<file path="config.mk">
export PLATFORM = sky130hd
export DESIGN_NAME = branch_resolve_ctrl
export DESIGN_NICKNAME = d
export VERILOG_FILES = /design/src/rtl/branch_resolve_ctrl.sv
export SDC_FILE = /design/constraint.sdc
export NUM_CORES = 1
export LEC_CHECK = 0
export ABC_AREA = 1
export CORE_ASPECT_RATIO = 0.8
export CORE_MARGIN = 2
export CORE_UTILIZATION = 50
export DETAILED_ROUTE_END_ITERATION = 6
export GPL_ROUTABILITY_DRIVEN = 0
export PLACE_DENSITY = 0.84
export SKIP_LAST_GASP = 1
export SYNTH_ARGS = -nofsm -noshare
export SYNTH_HDL_FRONTEND = slang
export SYNTH_SLANG_ARGS = --single-unit
</file>
<file path="constraint.sdc">
create_clock -name clk -period 14 [get_ports clk]
set_input_delay 2.1 -clock clk [delete_from_list [all_inputs] [get_ports clk]]
set_output_delay 2.1 -clock clk [all_outputs]
set_load 0.005 [all_outputs]
</file>
<file path="src/rtl/branch_resolve_ctrl.sv">
// Branch resolution controller: in-flight branch FIFO, mispredict flush/redirect and predictor update port.
// Optional BRC_STATS_EN adds branch and mispredict counters.
module branch_resolve_ctrl #(
    parameter int DEPTH = 4,
    parameter int IDX_W = 10
) (
    input  logic                      clk,
    input  logic                      reset,
    input  logic                      alloc_valid,
    output logic                      alloc_ready,
    input  logic [31:0]               alloc_pc,
    input  logic                      alloc_pred,
    input  logic                      res_valid,
    output logic                      res_ready,
    input  logic                      res_taken,
    input  logic [31:0]               res_target,
    output logic                      flush,
    output logic [31:0]               redirect_pc,
    output logic                      upd_valid,
    input  logic                      upd_ready,
    output logic [IDX_W-1:0]          upd_idx,
    output logic                      upd_taken,
    output logic                      upd_init,
    output logic                      busy,
`ifdef BRC_STATS_EN
    output logic [$clog2(DEPTH):0]    occupancy,
    output logic [31:0]               stat_branches,
    output logic [31:0]               stat_mispredicts
`else
    output logic [$clog2(DEPTH):0]    occupancy
`endif
);

    localparam int PTR_W = $clog2(DEPTH);
    localparam logic [PTR_W:0] FULL_C = (PTR_W+1)'(DEPTH);

    typedef enum logic {INIT, RUN} state_e;

    state_e            state_q;
    logic [IDX_W-1:0]  sweep_q;
    logic [31:0]       pc_q [DEPTH];
    logic [DEPTH-1:0]  pred_q;
    logic [PTR_W-1:0]  head_q;
    logic [PTR_W-1:0]  tail_q;
    logic [PTR_W:0]    occ_q;
    logic              upd_pend_q;
    logic [IDX_W-1:0]  upd_idx_q;
    logic              upd_taken_q;
    logic              flush_q;
    logic [31:0]       redirect_q;

    logic              run;
    logic              alloc_fire;
    logic              res_fire;
    logic              mispredict;
    logic [31:0]       head_pc;
    logic              head_pred;
    logic [31:0]       fix_pc_d;

    always_comb begin
        run        = (state_q == RUN);
        head_pc    = pc_q[head_q];
        head_pred  = pred_q[head_q];
        alloc_ready = run && (occ_q < FULL_C);
        // A resolve needs somewhere to put its predictor update.
        res_ready  = run && (occ_q != '0) && (!upd_pend_q || upd_ready);
        alloc_fire = alloc_valid && alloc_ready;
        res_fire   = res_valid && res_ready;
        mispredict = res_fire && (res_taken != head_pred);
        fix_pc_d   = res_taken ? res_target : (head_pc + 32'd4);
    end

    // The init request must read as idle while reset is held, yet be live on the very first cycle after release.
    always_comb begin
        upd_valid   = ((state_q == INIT) && !reset) || upd_pend_q;
        upd_init    = (state_q == INIT) && !reset;
        upd_idx     = (state_q == INIT) ? sweep_q : upd_idx_q;
        upd_taken   = upd_taken_q;
        busy        = (state_q == INIT);
        flush       = flush_q;
        redirect_pc = redirect_q;
        occupancy   = occ_q;
    end

    always_ff @(posedge clk or posedge reset) begin
        if (reset) begin
            state_q     <= INIT;
            sweep_q     <= '0;
            pred_q      <= '0;
            head_q      <= '0;
            tail_q      <= '0;
            occ_q       <= '0;
            upd_pend_q  <= 1'b0;
            upd_idx_q   <= '0;
            upd_taken_q <= 1'b0;
            flush_q     <= 1'b0;
            redirect_q  <= '0;
            for (int i = 0; i < DEPTH; i++) begin
                pc_q[i] <= '0;
            end
        end else begin
            flush_q    <= mispredict;
            redirect_q <= mispredict ? fix_pc_d : 32'd0;
            if (state_q == INIT) begin
                if (upd_ready) begin
                    sweep_q <= sweep_q + 1'b1;
                    if (&sweep_q) begin
                        state_q <= RUN;
                    end
                end
            end else begin
                if (res_fire) begin
                    upd_pend_q  <= 1'b1;
                    upd_idx_q   <= head_pc[IDX_W+1:2];
                    upd_taken_q <= res_taken;
                end else if (upd_ready) begin
                    upd_pend_q <= 1'b0;
                end
                // A mispredict squashes every younger entry, including one arriving this cycle.
                if (mispredict) begin
                    head_q <= tail_q;
                    occ_q  <= '0;
                end else begin
                    if (alloc_fire) begin
                        pc_q[tail_q]   <= alloc_pc;
                        pred_q[tail_q] <= alloc_pred;
                        tail_q         <= tail_q + 1'b1;
                    end
                    if (res_fire) begin
                        head_q <= head_q + 1'b1;
                    end
                    case ({alloc_fire, res_fire})
                        2'b10:   occ_q <= occ_q + 1'b1;
                        2'b01:   occ_q <= occ_q - 1'b1;
                        default: occ_q <= occ_q;
                    endcase
                end
            end
        end
    end

`ifdef BRC_STATS_EN
    logic [31:0] stat_br_q;
    logic [31:0] stat_mis_q;

    always_ff @(posedge clk or posedge reset) begin
        if (reset) begin
            stat_br_q  <= '0;
            stat_mis_q <= '0;
        end else begin
            if (res_fire) begin
                stat_br_q <= stat_br_q + 32'd1;
            end
            if (mispredict) begin
                stat_mis_q <= stat_mis_q + 32'd1;
            end
        end
    end

    assign stat_branches    = stat_br_q;
    assign stat_mispredicts = stat_mis_q;
`endif

endmodule
</file>
# Word-level counts from Yosys, hierarchy flattened

Index checks and enable logic that the tools add are counted.

Register bits: 195
Latch bits: 0
RAM bits: 0
Memory bits (read-only): 0
Input port bits: 71
Output and inout port bits: 52
Logic and storage cells: 82
Memories kept: 0

Add/sub/neg operators: 6
Multiply operators: 0
Div/mod/pow operators: 0
Magnitude comparators: 7
Equality and inequality tests: 3
Shifts and indexed selects: 0
Muxes and demuxes: 23
Bitwise operators: 4
Reduce and logical (&&, ||, !) cells: 24

Operator list:

| cell                                                       | number |
|---|---|
| two-way mux 32 bit                                         | 5 |
| bitwise mux 128 bit                                        | 1 |
| binary-select mux 32 bit (select 2 bit)                    | 1 |
| demux 32 bit (select 2 bit)                                | 1 |
| adder 32 x 3 -> 32 bit, second input constant              | 1 |
| adder 10 x 1 -> 10 bit, second input constant              | 1 |
| two-way mux 10 bit                                         | 1 |
| AND reduction 10 bit                                       | 1 |
| AND reduction 2 bit                                        | 5 |
| logical AND 1 bit                                          | 9 |
| two-way mux 1 bit                                          | 7 |
| >= comparator 3 bit, second input constant                 | 2 |
| less-than comparator 2 x 3 -> 1 bit, second input constant | 2 |
| NOT 2 -> 3 bit                                             | 2 |
| one-hot mux 3 bit (2 select lines)                         | 1 |
| nonzero test 3 bit                                         | 2 |
| adder 2 x 1 -> 2 bit, second input constant                | 2 |
| bitwise mux 4 bit                                          | 1 |
| two-way mux 2 bit                                          | 2 |
| nonzero test 2 bit                                         | 2 |
| adder 3 x 1 -> 3 bit, second input constant                | 1 |
| less-than comparator 3 x 1 -> 1 bit, second input constant | 1 |
| less-than comparator 3 bit, second input constant          | 1 |
| two-way mux 3 bit                                          | 1 |
| other kinds (11)                                           | 14 |

# Depth between registers and ports, before layout

Word-level depth: 7
Gate-level depth with buffers: 15
Depth with buffers taken out: 14

# Least setup slack after synthesis

Ideal clock, no wire load.

Path kind: in2out
Start: in reset
End: out upd_valid
Arrival: 2.420 ns
Required time: 11.900 ns
Path slack: 9.480 ns
Stages: 2
Buffers on the path: 0
Cells stage by stage: nor2_1 -> or2_2

Longest elaborated chain between the ends: 3

Ends and longest elaborated chain:

| what                             | RTL line | source |
|---|---|---|
| from (decl)                      | 8        | `input logic reset,` |
| zero test 1 bit (no source line) | -        |  |
| logical AND 1 bit                | 75       | `upd_valid = ((state_q == INIT) && !reset) \|\| upd_pend_q;` |
| logical OR 1 bit                 | 75       |  |
| to (decl)                        | 19       | `output logic upd_valid,` |

No other way between the ends.

# Final worst setup path

Same ends and word-level chain as after synthesis.

==> results.tsv <==
stage	metric	value	unit
logic_synthesis	mapped cell area	9990	µm²
place	detailed placement HPWL	15.9	mm
grt	Total GRT Usage	0.243	
sta	fin crit period	5580	ps
floorplanning	Core Box Area	19700	µm²
clock_tree	clk sinks	195	
logic_synthesis	syn nets	1412	
route	total number of vias	8637	
logic_synthesis	largest cells by area after synthesis	dfrtp_1 49%, nand2_1 16%, inv_1 7.4%, o21ai_1 5.9%, nand3_1 4.4%	
cells_and_area	Fillers	1706	
pwr	Internal Power	1.44	mW
route	initial DRC count	1008	
logic_synthesis	Post-Syn Area per Cell	7.49	µm²
grt	largest net degree at the start of global routing	109	
pwr	Clock Power Share	0.191	
sta	Sum Neg Setup Slack	0	ps
floorplanning	Initial Utilization	0.508	
logic_synthesis	Yosys warning count	0	
grt	first-pass GRT wire length	40.8	mm
outcome	status	completed	
min_path	worst min path class	flip-flop to flip-flop	
cells_and_area	fin nets	1499	
cells_and_area	area grow syn2layout	17.8	%
setup_path	Worst EP arrival	3480	ps
setup_path	CP required	11900	ps
sta	Worst Skew	7.89	ps
floorplanning	I/O pin cnt	123	
sta	Final Max Tran Viols	0	
clock_tree	H-tree depth	4	
clock_tree	CTS Buf Count	17	
route	Pre-antenna DRT Iters	5	
sta	Period Utilization, post-route	0.398	
cells_and_area	ant diodes	0	
route	Post-DRT Antenna Nets	0	
floorplanning	num rows	46	
sta	RSZ-0062 raised after global routing	false	
sta	Max-Slew Margin vs Limit	0.288	
cells_and_area	layout cells sized above 1	0.0495	
setup_path	crit path kind	input port to primary output	
grt	vias in the first global route	8369	
route	routed wire length per instance	14.5	µm
logic_synthesis	post-synth top area share	0.488	
sta	Final Hold Viols	0	
sta	Peak Freq	179	MHz
clock_tree	Post-CTS Hold Buffers	0	
logic_synthesis	async set-reset flop share out of synthesis	1.00	
clock_tree	clock latency on the worst-skew pair	440	ps
pwr	sw power	1.05	mW
floorplanning	Die ar.	21100	µm²
logic_synthesis	Most used DFF post-synth	dfrtp_1	
flow_run	max-cap viol count	0	
pwr	Max VDD drop	0.105	mV
setup_path	Crit. End Element	primary output	
sta	Least-Margin Pin Slew	1070	ps
logic_synthesis	Cells after Synth	1334	
pwr	Leak Pwr	6.00	nW
grt	initial antenna violation count	0	
logic_synthesis	Seq/Total Area, Yosys	0.488	
route	final WL	24.6	mm
logic_synthesis	Synth top cells by count	423 x nand2_1, 198 x inv_1, 195 x dfrtp_1, 118 x o21ai_1, 98 x nor2_1	
pwr	register share of total power	0.361	
logic_synthesis	Netlist cell types	34	
setup_path	crit-path max FO	2	
clock_tree	CTS tree	built	
grt	gr ovfl total	0	
clock_tree	CTS max path bufs	2	
pwr	Sw Share	0.421	
logic_synthesis	flop and latch count out of synthesis	195	
pwr	pwr dens	211	nW/µm²
cells_and_area	Non-Filler Instances	1698	
route	Post-route DRC	0	
logic_synthesis	count leader, synth	nand2_1	
pwr	Gate power share	0.448	
cells_and_area	FF/Latch Area	4880	µm²
clock_tree	post-cts resize count	0	
logic_synthesis	Post-synth EDFFs	0	
route	drt via density	5.09	
setup_path	crit path launch type	input port	
floorplanning	die height	130	µm
clock_tree	Post-CTS Setup Bufs	0	
place	Placed Cells	1666	
logic_synthesis	cell type with the largest total area after synthesis	dfrtp_1	
sta	endpoints failing setup	0	
cells_and_area	area of the multi-input gates	3930	µm²
floorplanning	Die Wd	162	µm
place	Port Buf Inserts	122	
clock_tree	Worst-path clk slew	70	ps
clock_tree	CTS Root Cell	clkbuf_16	
-- placed cells by master (no fill, tap or decap), types with 2 or more instances in the layout --
| cell type | instances |
|---|---|
| nand3_1 | 87 |
| buf_4 | 9 |
| a211oi_1 | 3 |
| inv_4 | 2 |
| nor2_4 | 2 |
| xnor2_1 | 3 |
| dfrtp_1 | 194 |
| clkbuf_16 | 17 |
| nor2_1 | 98 |
| ha_1 | 6 |
| nor3_1 | 2 |
| clkdlybuf4s50_1 | 122 |
| o21ai_0 | 62 |
| clkinv_2 | 2 |
| xor2_1 | 16 |
| inv_8 | 2 |
| nand2_1 | 423 |
| clkinvlp_4 | 5 |
| a21oi_1 | 21 |
| o21ai_1 | 118 |
| nor2_2 | 6 |
| nand4_1 | 2 |
| inv_6 | 3 |
| inv_1 | 197 |
| o21ai_2 | 3 |
| nand2_2 | 8 |
| inv_2 | 5 |
| nand3b_1 | 2 |
| a32o_1 | 2 |
-- state kept, by name (all words and copies together), names as in the netlist, 2 cells and up --
signal / cells
head_q: 2
occupancy: 3
pc_q: 128
pred_q: 4
redirect_pc: 32
sweep_q: 10
tail_q: 2
upd_idx_q: 10
-- through the flow --
stage | worst slack [ps] | instance area, µm² | hold slack [ps] | total power [mW] | util
final | 8420 | 11800 | 478 | 2.49 | 0.598
after global routing | 8390 | 11800 | 497 | 2.69 | 0.598
after CTS | 8410 | 11800 | 472 | 2.48 | 0.598
after detailed placement | 8410 | 11200 | 460 | 1.99 | 0.569
after global placement | 8440 | 11200 | 456 | 1.95 | 0.569
after floorplan | 6590 | 9990 | 442 | 1.67 | -
-- critical path: stages --
cell and delay [ps]:
clkdlybuf4s50_1 560, nor2_1 70, or2_2 300, clkdlybuf4s50_1 450
-- worst paths after layout --
kind	to	cells past startpoint	startpoint	slack, ps
min in group asynchronous	redirect_pc[9]	2	reset	2270
min reg2reg	sweep_q[9]	1	sweep_q[9]	480
min	sweep_q[9]	1	sweep_q[9]	480
max	upd_valid	4	reset	8420
max reg2reg	pc_q[62]	13	head_q[1]	10370
max in group asynchronous	head_q[0]	3	reset	10060
-- power by group through the flow --
stage          Clock (mW)  Sequential (mW)  Combinational [mW]
2_1_floorplan           0            0.881               0.793
3_3_place_gp            0            0.892                1.06
3_5_place_dp            0            0.900                1.09
4_1_cts             0.480            0.895                1.11
5_1_grt             0.504            0.920                1.27
6_report            0.475            0.898                1.11
-- layout make-up --
cell class,instances,share of cell area
multi-input cells,871,0.334
flip-flops and latches,195,0.414
repair buffers,131,0.109
well taps,264,0.0280
clock buffers,19,0.0376
inverters,205,0.0662
clock inverters,13,0.0107
-- routing by layer --
| metal | wire [µm] | vias to the layer above | track usage |
|---|---|---|---|
| li1 | - | 4278 | - |
| met1 | 10800 | 3985 | 0.331 |
| met2 | 11400 | 341 | 0.392 |
| met3 | 2030 | 33 | 0.0634 |
| met4 | 329 | 0 | 0.0651 |
| met5 | 0 | - | 0 |
-- cell families after synthesis --
logic type / count (synthesis) / synth area share
AOI/OAI and AO/OA: 210 / 0.108
xor gates and xnor gates: 20 / 0.0183
adders and majority gates: 7 / 0.00952
buffers and inverters: 268 / 0.119
DFF: 195 / 0.488
and+or+nand+nor: 634 / 0.257
(Power assumes the default switching activity.)
